### src/rtl/run_det_pkg.sv
// Shared types for the run-length detector: FSM state encoding and z output codes.
package run_det_pkg;

    typedef enum logic [1:0] {
        IDLE = 2'b00,
        ZRUN = 2'b01,
        ORUN = 2'b10
    } state_t;

    localparam logic [1:0] Z_NONE = 2'b00;
    localparam logic [1:0] Z_ZERO = 2'b01;
    localparam logic [1:0] Z_ONE  = 2'b10;

    // Detection code reported for a run of the given polarity.
    function automatic logic [1:0] zCode(input state_t s);
        case (s)
            ZRUN:    zCode = Z_ZERO;
            ORUN:    zCode = Z_ONE;
            default: zCode = Z_NONE;
        endcase
    endfunction

endpackage

### src/rtl/sat_counter.sv
// Saturating event counter; clear wins over increment and the count sticks at all-ones.
module sat_counter #(
    parameter int W = 8
) (
    input  logic         clk,
    input  logic         rst,
    input  logic         clr_i,
    input  logic         inc_i,
    output logic [W-1:0] cnt_o
);

    logic [W-1:0] cnt_q, cnt_d;

    always_comb begin
        cnt_d = cnt_q;
        if (clr_i) begin
            cnt_d = '0;
        end else if (inc_i && (cnt_q != '1)) begin
            cnt_d = cnt_q + W'(1);
        end
    end

    always_ff @(posedge clk) begin
        if (rst) begin
            cnt_q <= '0;
        end else begin
            cnt_q <= cnt_d;
        end
    end

    assign cnt_o = cnt_q;

endmodule

### src/rtl/run_len_detector.sv
// Detects runs of RUN_LEN identical qualified bits on a serial stream, with level/pulse
// reporting and saturating per-polarity event counters. All outputs are registered.
module run_len_detector
    import run_det_pkg::*;
#(
    parameter int RUN_LEN = 4,
    parameter int CNT_W   = $clog2(RUN_LEN + 1),
    parameter int EVT_W   = 8
) (
    input  logic             clk,
    input  logic             rst,
    input  logic             w_valid,
    input  logic             w,
    input  logic             mode_pulse,
    input  logic             clr_cnt,
    output logic [1:0]       z,
    output logic [CNT_W-1:0] run_len,
    output logic             cur_bit,
    output logic [EVT_W-1:0] zero_evt_cnt,
    output logic [EVT_W-1:0] one_evt_cnt
);

    localparam logic [CNT_W-1:0] RunMax = CNT_W'(RUN_LEN);

    state_t           state_q, state_d;
    logic [CNT_W-1:0] runLen_q, runLen_d;
    logic [1:0]       z_q, z_d;
    logic             hit;
    logic             runBit;
    logic             zeroInc, oneInc;

    assign runBit = (state_q == ORUN);

    // A hit is the single step from RUN_LEN-1 to RUN_LEN; once saturated the run just holds.
    always_comb begin
        state_d  = state_q;
        runLen_d = runLen_q;
        hit      = 1'b0;
        if (w_valid) begin
            if ((state_q == IDLE) || (w != runBit)) begin
                state_d  = w ? ORUN : ZRUN;
                runLen_d = CNT_W'(1);
            end else if (runLen_q != RunMax) begin
                runLen_d = runLen_q + CNT_W'(1);
                hit      = (runLen_q == (RunMax - CNT_W'(1)));
            end
        end

        if (mode_pulse) begin
            z_d = hit ? zCode(state_d) : Z_NONE;
        end else begin
            z_d = (runLen_d == RunMax) ? zCode(state_d) : Z_NONE;
        end
    end

    always_ff @(posedge clk) begin
        if (rst) begin
            state_q  <= IDLE;
            runLen_q <= '0;
            z_q      <= Z_NONE;
        end else begin
            state_q  <= state_d;
            runLen_q <= runLen_d;
            z_q      <= z_d;
        end
    end

    assign zeroInc = hit && (state_d == ZRUN);
    assign oneInc  = hit && (state_d == ORUN);

    sat_counter #(.W(EVT_W)) u_zero_cnt (
        .clk   (clk),
        .rst   (rst),
        .clr_i (clr_cnt),
        .inc_i (zeroInc),
        .cnt_o (zero_evt_cnt)
    );

    sat_counter #(.W(EVT_W)) u_one_cnt (
        .clk   (clk),
        .rst   (rst),
        .clr_i (clr_cnt),
        .inc_i (oneInc),
        .cnt_o (one_evt_cnt)
    );

    assign z       = z_q;
    assign run_len = runLen_q;
    assign cur_bit = (state_q == ORUN);

endmodule
### config.mk
export PLATFORM = sky130hd
export DESIGN_NAME = run_len_detector
export DESIGN_NICKNAME = d
export VERILOG_FILES = /design/src/rtl/run_det_pkg.sv /design/src/rtl/sat_counter.sv /design/src/rtl/run_len_detector.sv
export SDC_FILE = /design/constraint.sdc
export NUM_CORES = 1
export LEC_CHECK = 0
export CORE_MARGIN = 2
export CORE_UTILIZATION = 49
export DETAILED_ROUTE_END_ITERATION = 10
export GPL_TIMING_DRIVEN = 1
export PLACE_DENSITY = 0.75
export SYNTH_ARGS = -nofsm -noshare
export SYNTH_HDL_FRONTEND = slang
export SYNTH_SLANG_ARGS = --single-unit
### constraint.sdc
create_clock -name clk -period 2.23 [get_ports clk]
set_input_delay 0.446 -clock clk [delete_from_list [all_inputs] [get_ports clk]]
set_output_delay 0.446 -clock clk [all_outputs]
set_load 0.01 [all_outputs]
* Word-level counts from Yosys, hierarchy flattened *
Cells that the tools add are included.

cells by class
  $add $sub $neg = 3
  eq/ne operators = 9
  mux-type cells = 13
  reduce and logical (&&, ||, !) cells = 7

operators with widths
  kind                                                              number
  8-bit by 1-bit adder with 8-bit output (second input constant)    2
  8-bit inequality test (second input constant)                     2
  2-bit 2-to-1 mux                                                  6
  3-bit 2-to-1 mux                                                  3
  2-bit == test (second input constant)                             2
  1-bit logical AND                                                 4
  2-bit one-hot mux with 2 select lines                             1
  3-bit by 1-bit adder with 3-bit output (second input constant)    1
  3-bit by 2-bit == test with 1-bit output (second input constant)  1
  3-bit == test (second input constant)                             1
  1-bit 2-to-1 mux                                                  3
  3-bit inequality test (second input constant)                     1
  2-bit by 1-bit == test with 1-bit output (second input constant)  1
  2-bit logical NOT                                                 1
  2-bit OR reduction                                                1
  1-bit logical OR                                                  1
  1-bit inequality test                                             1

word-level totals
  bits in registers = 23
  input port bits = 6
  output and inout port bits = 22
  word-level logic and storage cells = 37

* Depth between registers and ports, before layout *
Gate-level depths: netlist of the first run.

  depth in word-level cells = 9
  gate-level depth with buffers = 7
  gate-level depth less buffers = 6

* Cells and area by module *
A second synthesis of the first run with hierarchy kept.

second synthesis, totals
  cell total of the unflattened synthesis = 142
  area total of the unflattened synthesis = 1283.7 um^2

by module, submodules not included
  module            instances  cells an instance  area each (um^2)  sequential area each (um^2)
  sat_counter       2          47                 435.4             160.2
  run_len_detector  1          48                 412.9             140.1

* Least setup slack after synthesis of the first run *
Ideal clock, no wire load.

  path type = flip-flop to flip-flop
  start = register runLen_q[0], in the netlist run_len[0]
  end = register u_one_cnt.cnt_q[5], in the netlist u_one_cnt.cnt_o[5]
  library setup time = 0.132 ns
  arrival time = 1.652 ns
  required time = 2.098 ns
  slack = 0.446 ns
  stages on the path, launching flop included = 8
  path buffers = 1
  clock period less this slack = 1.784 ns
  cell sequence = dfxtp_1 inv_1 ha_1 a21boi_4 nand4_2 buf_2 o41ai_1 a21oi_1

on the way
  word-level cells in the longest chain between the ends = 6
  elaborated cells between the ends (all ways) = 7
  classes of those cells = eq/ne: 2; mux: 3; reduce/logical: 2

ends and longest elaborated chain
  what                                                                                      RTL line                                        source
  start: declaration                                                                        run_len_detector.sv:26                          logic [CNT_W-1:0] runLen_q, runLen_d;
  start signal: assignment                                                                  run_len_detector.sv:63                          runLen_q <= runLen_d;
  3-bit by 2-bit == test with 1-bit output / 3-bit inequality test (equally long branches)  run_len_detector.sv:45, run_len_detector.sv:43
  1-bit 2-to-1 mux *                                                                        run_len_detector.sv:43                          end else if (runLen_q != RunMax) begin
  1-bit 2-to-1 mux *                                                                        run_len_detector.sv:40                          if ((state_q == IDLE) || (w != runBit)) begin
  1-bit 2-to-1 mux *                                                                        run_len_detector.sv:39                          if (w_valid) begin
  1-bit logical AND *                                                                       run_len_detector.sv:69                          assign oneInc = hit && (state_d == ORUN);
  1-bit logical AND *                                                                       sat_counter.sv:18                               end else if (inc_i && (cnt_q != '1)) begin
  end signal: assignment                                                                    sat_counter.sv:27                               cnt_q <= cnt_d;
  end: declaration                                                                          sat_counter.sv:12                               logic [W-1:0] cnt_q, cnt_d;

Mark *: on every way between the ends. The rest lies on a longest branch, timed or not.
A chain may end at the register's enable or synchronous reset.

* Worst setup path in the final report of the first run *
  start = register state_q[0]
  end = output cur_bit

on the way
  word-level cells in the longest chain between the ends = 1

ends and longest elaborated chain
  what                      RTL line                source
  start: declaration        run_len_detector.sv:25  state_t state_q, state_d;
  start signal: assignment  run_len_detector.sv:62  state_q <= state_d;
  2-bit == test             run_len_detector.sv:89  assign cur_bit = (state_q == ORUN);
  end: declaration          run_len_detector.sv:18  output logic cur_bit,

No other way between the ends.

==> results.tsv, run 1 <==
metric	value	unit
status	completed	
async_flop_share	0	%
worst_slack	0.2326	ns
routabilityCongestion	0.7840	
wl_per_cell	13.33	µm
cts_tree	done	
max_freq	500.7	MHz
tns	0	ns
ys_warn_count	0	
path_class	reg -> out	
start_kind	flip-flop	
r2r_slack	0.29	ns
synth.avg_cell_area	8.534	µm²
rows	18	
crit_fanout	8	
r2r_end	u_zero_cnt.cnt_o[6]	
hold_path_class	reg -> reg	
drt-initial-drc-count	22	
worstReg2RegStart	run_len[0]	
path_cells	and2b_1 > clkdlybuf4s50_1	
remaining_drc_errors	0	
numPlacedInstances	205	
syn_area	1237	µm²
cts_buffers	3	
dpl.hpwl	2084	µm
grt_pass1_vias	1071	
max_slew.worst_pin.slew	0.5117	ns
overflow	0	
antenna_left	0	
fin_crit	1.997	ns
yosysTopAreaCell	dfxtp_1	
power_density	426.4	nW/µm²
drt-pass1-iter-count	4	
max_slew_margin	65.76	%
boundaryPins	28	
cpPeakStageDelay	0.56	ns
crit_path_top_delay_cell	clkdlybuf4s50_1	
cpLargestDelayFamily	buffers and inverters	
crit_required	1.78	ns
drv_slew	0	
cts.repair.resized	0	
synth_edf_count	0	
antenna-diode-count	0	
routed_via_density	5.847	
drv_cap	0	
power.leakage	0.5257	nW
dp_slack	0.04837	ns
grt_max_degree	14	
clk_latency	0.31	ns
vdd_drop_max	0.4712	mV
clock-root-buffer	clkbuf_4	
die_h	54.26	µm
synth_top_cell_area_share	37.21	%
start_util	50.87	%
cp-end-kind	output pin	
fin_nets	191	
coreArea	2432	µm²
yosysUniqueCellTypes	38	
grt_pass1_wl	4450	µm
hold_violations	0	
post_cts_buffers	0	
rsz0062_at_grt	false	
clk_pin_slew	0.14	ns
endpoint	cur_bit	
synth_nets	156	
synth_most_common_cell	dfxtp_1	
synth_cells	145	
via_count	1222	
io_buffers	27	
die_area	2944	µm²
cp_data_arrival_time	1.55	ns
ys_ff_latch	23	
yosysSeqAreaShare	37.21	%
drive_above_1_share	10.06	%
die_w	54.26	µm
cts.sinks	23	
yosys-top-cells-count	23 x dfxtp_1, 13 x a21oi_1, 10 x nand3_1	
holdBufCountCts	0	
crit_start	state_q[0]	
area_growth	29.63	%
synth_ff_type	dfxtp_1	
path_buf_inv	1	
min_period_over_period	89.57	%
setup_viol	0	
cp_num_cells	2	
antenna_found_initial	0	
totalWireLength	2786	µm
cts_max_level	1	
track_usage	20.63	%
final_util	65.95	%
clockBufferDepth	2	
final-instance-count-excl-fill	209	
r2r_cells	6	
synthTopCellsByArea	dfxtp_1 37%, a21oi_1 5.3%, ha_1 5.1%	
clock_skew	0.01132	ns
[tightest hold or removal path, cell delays in order (launching register included)]
cell,delay (ns)
dfxtp_1,0.36
o41ai_1,0.06
a21oi_1,0.05
[report_power, final]
group          internal (mW)  leakage, nW  switching [mW]
logic                 0.0326        0.322          0.0349
clock network         0.0670       0.0177           0.129
registers              0.415        0.186         0.00551
[worst min-delay path by stage]
stage	startpoint	end	depth (start not counted)
2_1_floorplan	state_q[1]	state_q[1]	2
3_3_place_gp	u_zero_cnt.cnt_o[7]	u_zero_cnt.cnt_o[7]	2
3_5_place_dp	u_zero_cnt.cnt_o[7]	u_zero_cnt.cnt_o[7]	2
4_1_cts	u_zero_cnt.cnt_o[7]	u_zero_cnt.cnt_o[7]	2
5_1_grt	u_zero_cnt.cnt_o[7]	u_zero_cnt.cnt_o[7]	2
6_report	u_zero_cnt.cnt_o[7]	u_zero_cnt.cnt_o[7]	2
[sequential cells by signal, summed over array words and instances (netlist names)]
register / count
state_q: 2
z: 2
u_zero_cnt.cnt_o: 8
run_len: 3
u_one_cnt.cnt_o: 8
[area by class of cell]
cell class,count,area [µm²]
tap,30,37.54
sequential,23,460.4
fill,224,828.3
timing repair buffer,35,330.3
clock buffer,3,22.52
clock inverter,1,5.005
inverter,7,26.28
multi-input combinational,110,721.9
[placed cells by master (no fill, tap or decap)]
master and instances:
clkdlybuf4s50_1 27, dfxtp_1 23, a21oi_1 13, nand3_1 10, nor2_1 9, nand2_1 9
buf_4 8, inv_1 7, nand4_1 7, or4_1 6, ha_1 5, o31ai_1 4
o21ai_0 4, o41ai_1 4, o21a_1 4, or2_2 3, a31oi_1 3, o311ai_0 3
or3_1 3, clkbuf_4 3, nor3b_1 2, nand2b_1 2, nand3b_1 2, and4_1 2
nor4_1 2, and2b_1 1, a21boi_4 1, nand3_2 1, nor2b_1 1, a21boi_0 1
o32ai_1 1, xnor2_1 1, a22oi_1 1, nand4_2 1, o211ai_1 1, a211oi_1 1
mux2i_1 1, nor3_1 1, clkinv_2 1
[cells by family (layout without fill, tap and decap cells)]
kind of cell,count (synthesis),after routing,synth area share (%)
flip-flops,23,23,37.21
buffers and inverters,12,46,4.450
adder cells (fa/ha/maj),5,5,5.056
multiplexers,1,1,0.8089
AND/OR/NAND/NOR,62,62,28.92
XOR/XNOR,1,1,0.7079
AO/OA/AOI/OAI,41,41,22.85
[metrics by stage]
| step | hold WS (ns) | instance area, µm² | power, mW |
|---|---|---|---|
| CTS | 0.5114 | 1604 | 0.6920 |
| global route | 0.5458 | 1604 | 0.7157 |
| global placement | 0.4843 | 1577 | 0.4954 |
| floorplan | 0.4893 | 1237 | 0.4677 |
| finish | 0.5075 | 1604 | 0.6840 |
| detailed placement | 0.4930 | 1577 | 0.4967 |
[per-layer routing]
layer	vias to the layer above	GRT usage (%)	routed length, µm
li1	630	-	-
met1	556	26.53	1339
met2	32	35.34	1322
met3	4	2.459	88
met4	0	7.500	36
met5	-	0	0
Note: power is estimated with default switching activity, not from simulation.
==> run 2, diff against run 1 <==
--- a/config.mk
+++ b/config.mk
@@ -6,10 +6,11 @@
 export NUM_CORES = 1
 export LEC_CHECK = 0
 export CORE_MARGIN = 2
-export CORE_UTILIZATION = 49
+export CORE_UTILIZATION = 44
 export DETAILED_ROUTE_END_ITERATION = 10
 export GPL_TIMING_DRIVEN = 1
-export PLACE_DENSITY = 0.75
+export PLACE_DENSITY = 0.71
+export SLEW_MARGIN = 15
 export SYNTH_ARGS = -nofsm -noshare
 export SYNTH_HDL_FRONTEND = slang
 export SYNTH_SLANG_ARGS = --single-unit
==> constraint.sdc (replaced) <==
create_clock -name clk -period 1.61 [get_ports clk]
set_input_delay 0.322 -clock clk [delete_from_list [all_inputs] [get_ports clk]]
set_output_delay 0.322 -clock clk [all_outputs]
set_load 0.01 [all_outputs]
==> run 2 against run 1 <==
The flow now finishes with violations (setup timing). Sequential share of layout area shrank 2.9 points. Sequential power grew 36%. Routed wire length grew 22%. First-iteration DRC count grew 50%. Global-route usage shrank 0.38 points. Critical path depth grew 6. Highest routed layer unchanged.
==> results.tsv, run 2 (synthesized netlist as in run 1, its figures left out) <==
metric	value	unit	change
cts_tree	done		unchanged
totalWireLength	3409	µm	was 2786 µm
remaining_drc_errors	0		unchanged
worstReg2RegStart	run_len[0]		unchanged
cp_data_arrival_time	1.91	ns	was 1.55 ns
drt-pass1-iter-count	4		unchanged
cts.sinks	23		unchanged
whs	0.4828	ns	was 0.5075 ns
design_area	1957	µm²	was 1604 µm²
area_growth	58.14	%	was 29.63%
routabilityCongestion	0.8554		was 0.7840
cp-end-kind	flip-flop		was output pin
clock_skew	0.006622	ns	was 0.01132 ns
overflow	0		unchanged
io_buffers	27		unchanged
cts_buffers	3		unchanged
status	finished with violations		was completed
crit_required	1.84	ns	was 1.78 ns
total_power	977.4	µW	was 684.0 µW
dpl.hpwl	2424	µm	was 2084 µm
antenna_left	0		unchanged
clk_pin_slew	0.13	ns	was 0.14 ns
power_density	499.5	nW/µm²	was 426.4 nW/µm²
wl_per_cell	14.95	µm	was 13.33 µm
hold_violations	0		unchanged
failed_checks	setup timing		
path_class	reg -> reg		was reg -> out
die_h	57.03	µm	was 54.26 µm
r2r_cells	8		was 6
cts_max_level	1		unchanged
r2r_end	u_zero_cnt.cnt_o[4]		was u_zero_cnt.cnt_o[6]
worst_slack	-0.06961	ns	was 0.2326 ns
grt_pass1_vias	1242		was 1071
start_kind	flip-flop		unchanged
max_slew_margin	68.92	%	was 65.76%
coreArea	2710	µm²	was 2432 µm²
rows	19		was 18
tns	-0.3407	ns	was 0 ns
grt_max_degree	13		was 14
min_from	u_one_cnt.cnt_o[6]		was u_zero_cnt.cnt_o[7]
track_usage	20.25	%	was 20.63%
die_w	57.03	µm	was 54.26 µm
clock-root-buffer	clkbuf_4		unchanged
boundaryPins	28		unchanged
clockBufferDepth	2		unchanged
power.leakage	0.7733	nW	was 0.5257 nW
holdPathEnd	u_one_cnt.cnt_o[6]		was u_zero_cnt.cnt_o[7]
drive_above_1_share	40.10	%	was 10.06%
final-instance-count-excl-fill	228		was 209
max_freq	595.4	MHz	
antenna-diode-count	0		unchanged
drv_slew	0		unchanged
start_util	45.66	%	was 50.87%
routed_via_density	5.825		was 5.847
layout_common_cells	23 x buf_4, 14 x clkdlybuf4s50_1, 11 x dfxtp_2		was 27 x clkdlybuf4s50_1, 23 x dfxtp_1, 13 x a21oi_1
antenna_found_initial	0		unchanged
clk_latency	0.32	ns	was 0.31 ns
grt_pass1_wl	5340	µm	was 4450 µm
hold_path_class	reg -> reg		unchanged
via_count	1328		was 1222
drv_cap	0		unchanged
vdd_drop_max	0.4276	mV	was 0.4712 mV
min_period_over_period	104.3	%	
fillers	218		was 224
rsz0062_at_grt	true		was false
max_slew.worst_pin.slew	0.4645	ns	was 0.5117 ns
crit_fanout	8		unchanged
final_util	72.21	%	was 65.95%
die_area	3252	µm²	was 2944 µm²
r2r_slack	-0.07	ns	was 0.29 ns
numPlacedInstances	222		was 205
min_path_cells	1		was 2
fin_crit	1.680	ns	
setup_viol	8		was 0
fin_nets	209		was 191
placed_area	1720	µm²	was 1577 µm²
layout_commonest_cell	buf_4		was clkdlybuf4s50_1
drt-initial-drc-count	33		was 22
dp_slack	-0.3821	ns	was 0.04837 ns
[run 2: cell types whose count changed in the layout (fill, tap and decap cells not counted), moves of 5 or more]
| cell | previous run | this run |
|---|---|---|
| dlygate4sd2_1 | 0 | 7 |
| a21oi_1 | 13 | 8 |
| dfxtp_4 | 0 | 8 |
| buf_4 | 8 | 23 |
| dfxtp_2 | 0 | 11 |
| clkdlybuf4s50_1 | 27 | 14 |
| dlymetal6s2s_1 | 0 | 5 |
| a21oi_2 | 0 | 5 |
| dfxtp_1 | 23 | 4 |
[run 2: routing by layer]
metal  wire [µm]  track usage (%)  part of all wire, %  vias to the layer above
li1            -                -                    -                      665
met1        1477            25.25                   43                      628
met2        1787            35.63                   52                       30
met3          95            2.268                  2.8                        5
met4          49            7.973                  1.4                        0
met5           0                0                    0                        -
[run 2: worst max-delay path: stages (launching register included)]
cell	delay (ns)
dfxtp_4	0.39
inv_2	0.05
ha_4	0.16
a21boi_4	0.21
nand3_4	0.15
buf_4	0.16
buf_4	0.12
o21a_1	0.17
o21a_1	0.17
[run 2: worst max path at each step]
| stage | startpoint | end | slack (ns) | depth (start not counted) |
|---|---|---|---|---|
| floorplan | run_len[0] | u_zero_cnt.cnt_o[3] | 0.0006 | 6 |
| global placement | w | u_zero_cnt.cnt_o[7] | -0.33 | 6 |
| detailed placement | w | u_zero_cnt.cnt_o[0] | -0.38 | 6 |
| CTS | run_len[1] | u_zero_cnt.cnt_o[0] | -0.05 | 7 |
| global route | run_len[0] | u_zero_cnt.cnt_o[7] | -0.13 | 7 |
| finish | run_len[0] | u_zero_cnt.cnt_o[4] | -0.07 | 8 |
[run 2: what timing repair did]
item | 4_1_cts | 5_1_grt
gates resized for setup | 39 | 33
setup endpoints to repair | 32 | 25
hold buffers | 0 | 0
pin swaps | 19 | 12
setup buffers | 1 | 1
[run 2: power breakdown]
group	internal [mW]	total [mW]	switching, mW
registers	0.564	0.572	0.00847
logic	0.0639	0.127	0.0634
clock network	0.0970	0.278	0.181
[run 2: final cells by class]
cell class                 count  area [µm²]  share of cell area, %
clock buffer                   4       26.28                  1.343
tap                           31       38.79                  1.982
multi-input combinational    110       878.3                  44.88
timing repair buffer          53       480.5                  24.55
inverter                       7       28.78                  1.471
sequential                    23       504.2                  25.77
